--- src/rtl/bg_mosaic_apply.sv ---
// BG mosaic apply: owns $2106, holds blocky pixels and adjusts fetch rows.
// Optional debug readback port reg_rdata under MOSAIC_READBACK_EN.
module bg_mosaic_apply #(
  parameter int NUM_BG = 4,
  parameter int PIX_W  = 12,
  parameter int Y_W    = 9
) (
  input  logic                    clk,
  input  logic                    reset,
  input  logic                    dot_en,
  input  logic                    reg_we,
  input  logic [7:0]              reg_wdata,
  output logic [3:0]              size,
  input  logic                    pixel_strobe,
  input  logic [3:0]              y_subtract,
  input  logic [Y_W-1:0]          vcount,
  input  logic [NUM_BG*PIX_W-1:0] bg_pixel_in,
  output logic [NUM_BG*PIX_W-1:0] bg_pixel_out,
  output logic [NUM_BG*Y_W-1:0]   bg_y_out
`ifdef MOSAIC_READBACK_EN
  ,
  output logic [7:0]              reg_rdata
`endif
);

  logic [3:0]                    size_q, size_d;
  logic [NUM_BG-1:0]             en_q, en_d;
  logic [NUM_BG-1:0][PIX_W-1:0]  hold_q, hold_d;
  logic [NUM_BG-1:0][PIX_W-1:0]  pix_q, pix_d;
  logic [NUM_BG-1:0][Y_W-1:0]    y_q, y_d;
  logic [Y_W:0]                  diff;
  logic [Y_W-1:0]                y_adj;

  // Borrow out of the wide subtract means the row would go negative.
  always_comb begin
    diff  = {1'b0, vcount}
          - {{(Y_W-3){1'b0}}, y_subtract};
    y_adj = diff[Y_W] ? '0 : diff[Y_W-1:0];
  end

  always_comb begin
    size_d = size_q;
    en_d   = en_q;
    hold_d = hold_q;
    pix_d  = pix_q;
    y_d    = y_q;
    if (reg_we) begin
      size_d = reg_wdata[7:4];
      en_d   = reg_wdata[NUM_BG-1:0];
    end
    if (dot_en) begin
      for (int i = 0; i < NUM_BG; i++) begin
        if (en_q[i] && !pixel_strobe)
          pix_d[i] = hold_q[i];
        else
          pix_d[i] = bg_pixel_in[i*PIX_W +: PIX_W];
        if (pixel_strobe)
          hold_d[i] = bg_pixel_in[i*PIX_W +: PIX_W];
        y_d[i] = en_q[i] ? y_adj : vcount;
      end
    end
  end

  always_ff @(posedge clk) begin
    if (reset) begin
      size_q <= '0;
      en_q   <= '0;
      hold_q <= '0;
      pix_q  <= '0;
      y_q    <= '0;
    end else begin
      size_q <= size_d;
      en_q   <= en_d;
      hold_q <= hold_d;
      pix_q  <= pix_d;
      y_q    <= y_d;
    end
  end

  assign size         = size_q;
  assign bg_pixel_out = pix_q;
  assign bg_y_out     = y_q;

`ifdef MOSAIC_READBACK_EN
  assign reg_rdata = {size_q, en_q};
`endif

endmodule

--- config.mk ---
export PLATFORM = sky130hd
export DESIGN_NAME = bg_mosaic_apply
export DESIGN_NICKNAME = d
export VERILOG_FILES = /design/src/rtl/bg_mosaic_apply.sv
export SDC_FILE = /design/constraint.sdc
export NUM_CORES = 1
export LEC_CHECK = 0
export ABC_AREA = 1
export CAP_MARGIN = 30
export CORE_MARGIN = 3
export CORE_UTILIZATION = 23
export DETAILED_ROUTE_END_ITERATION = 10
export SLEW_MARGIN = 20
export SYNTH_ARGS = -nofsm -noshare
export SYNTH_HDL_FRONTEND = slang
export SYNTH_SLANG_ARGS = --single-unit
export TNS_END_PERCENT = 100
--- constraint.sdc ---
create_clock -name clk -period 2.1 [get_ports clk]
set_input_delay 0.21 -clock clk [delete_from_list [all_inputs] [get_ports clk]]
set_output_delay 0.21 -clock clk [all_outputs]
set_load 0.005 [all_outputs]
==> results_dict.tcl <==
set metrics [dict create \
    setup_viol 0 \
    grt_pass1_wl_mm 31.3 \
    cts_tree "yes" \
    crit_fanout 6 \
    fmax_mhz 581 \
    final_common_cell "nand2_1" \
    peakVddDrop_mv 0.395 \
    crit_path_end_kind "flip-flop" \
    routedWlPerCell_um 14.3 \
    hold_violations 0 \
    dp.cells 1307 \
    design_area_um2 8760 \
    utilization_pct 34.2 \
    ant_nets 0 \
    num_vias 5988 \
    placed_area_um2 8100 \
    whs_ns 0.213 \
    start_util_pct 23.8 \
    dieArea_um2 28500 \
    core_area_um2 25600 \
    htreeDepth 4 \
    p_leak_nw 3.71 \
    antenna_found_initial 0 \
    cts.sinks 140 \
    status "finished clean" \
    die_x_um 169 \
    highest_layer "met4" \
    grt_overflow_total 0 \
    multi_input_area_um2 2770 \
    p_per_area_nw_per_um2 849 \
    via_per_inst 4.47 \
    regArea_um2 2800 \
    yosysWarningCount 0 \
    met1_length_mm 8.70 \
    fin_nets 1075 \
    met2WireLength_mm 8.71 \
    first_iter_violations 346 \
    port_buffers 161 \
    cts_setup_buffers 0 \
    grt.total_usage_pct 13.6 \
    pre_cts_slack_ns -0.144 \
    critical_path_arrival_ns 2.06 \
    num-fill-cells 2688 \
    synth_seq_cells 140 \
    hold_depth 3 \
    post-route-min-period_ns 1.72 \
    syn_nets 929 \
    syn_area_per_cell_um2 7.18 \
    fin_crit_sh_pct 81.9 \
    layout_setup_ws_ns 0.379 \
    required_ns 2.44 \
    io_pins 162 \
    insertion_delay_ns 0.42 \
    numCtsBuffers 17 \
    finalSetupTns_ns 0 \
    clkTransAtPathRegs_ns 0.06 \
    first_pass_iters 8 \
    synth.distinct_cells 28 \
    max_slew_margin_pct 64.7 \
    drv_slew 0 \
    antenna_cells 0 \
    area_delta_synth_final_pct 43.6 \
    fin_skew_ns 0.00947 \
    cts_max_path_buffers 2 \
    critPathKind "in2reg" \
    die_h_um 169 \
    cp-start-kind "input port" \
    r2r_cells 8 \
    cts-root-buf "clkbuf_16" \
    synth_cells 850 \
    hpwl_mm 13.1 \
    netlist_area_um2 6100 \
    worst_pin_slew_ns 0.530 \
    routed-wl-met3_mm 1.57 \
    final_cells 1339 \
    drc 0 \
    place.gp.congestion 0.867 \
    grt_pass1_vias 5819 \
    std_cell_rows 58 \
    total_power_mw 7.44 \
    rsz0062_at_grt "no" \
    grt_max_degree 91 \
    maxCapViolCount 0 \
    final_cell_mix "205 x nand2_1, 160 x clkdlybuf4s50_1, 140 x dfxtp_1" \
    yosysSeqAreaShare_pct 45.9 \
    final_layout_size_suffix_gt1_share_pct 8.33 \
    drt_wl_total_mm 19.2 \
    hold_path.class "in2reg" \
]
critical path: stages:
cell and delay, ns:
clkdlybuf4s50_1 0.44, inv_1 0.08, ha_1 0.13, inv_1 0.05
fa_1 0.37, nand2_1 0.10, nand2_1 0.07, o21ai_2 0.11
nand2_1 0.08, nand2_1 0.07, nand3_2 0.10, nand2_1 0.09
nand2_1 0.05, a21oi_1 0.12
cell usage after synthesis:
master | count | area (um2)
o21ai_0 | 54 | 270
buf_2 | 19 | 95.1
or2_2 | 1 | 6.26
a21oi_1 | 64 | 320
nand2_8 | 1 | 20.0
nor2_2 | 1 | 6.26
clkbuf_1 | 25 | 93.8
buf_6 | 1 | 11.3
ha_1 | 4 | 50.1
fa_1 | 1 | 20.0
nand3_1 | 59 | 295
nand2_1 | 205 | 769
buf_4 | 1 | 7.51
inv_1 | 66 | 248
buf_1 | 9 | 33.8
a21oi_2 | 5 | 43.8
nand3_2 | 6 | 60.1
nor2_1 | 111 | 417
o211ai_1 | 56 | 420
and3_1 | 1 | 6.26
nand2_2 | 4 | 25.0
nor2_4 | 1 | 11.3
dfxtp_1 | 140 | 2800
inv_2 | 9 | 33.8
clkbuf_2 | 1 | 5.00
o21ai_1 | 3 | 15.0
nand4_1 | 1 | 6.26
or2_1 | 1 | 6.26
where the power goes:
part	switching (mW)	internal (mW)	total, mW
Combinational	0.554	0.561	1.12
Sequential	0.110	2.85	2.96
Clock	1.21	2.16	3.36
state kept, by name, summed over array words and instances (netlist names):
register / count
bg_pixel_out: 48
bg_y_out: 36
hold_q: 48
size: 4
en_q: 4
final cells by class:
class / count / share of cell area (%)
clock buffer: 23 / 5.68
clock inverter: 9 / 1.79
inverter: 75 / 3.21
multi-input combinational: 579 / 31.6
sequential: 140 / 32.0
tap: 330 / 4.71
timing repair buffer: 183 / 21.0
per-layer routing:
metal,vias to the layer above,track usage [%]
li1,3052,-
met1,2734,17.7
met2,189,21.7
met3,13,5.14
met4,0,2.85
met5,-,0
what timing repair did:
action | in CTS | in global routing
hold buffers | 0 | 0
endpoints found under the setup margin | 0 | 1
gates resized for setup | 0 | 1
path summary, 6_finish.rpt:
kind | from | to | slack, ns
worst max-delay path | vcount[0] | bg_y_out[8] | 0.38
worst min-delay path | dot_en | bg_y_out[18] | 0.21
worst max register to register | en_q[1] | bg_pixel_out[22] | 0.74
worst min register to register | bg_y_out[18] | bg_y_out[18] | 0.46
logic make-up after synthesis:
logic type / count (synthesis) / synth area share, %
simple gates: 392 / 26.7
compound gates: 182 / 17.5
flops: 140 / 45.9
buf+inv: 131 / 8.66
fa+ha+maj: 5 / 1.15
No activity file was read; power rests on OpenSTA's default activity.
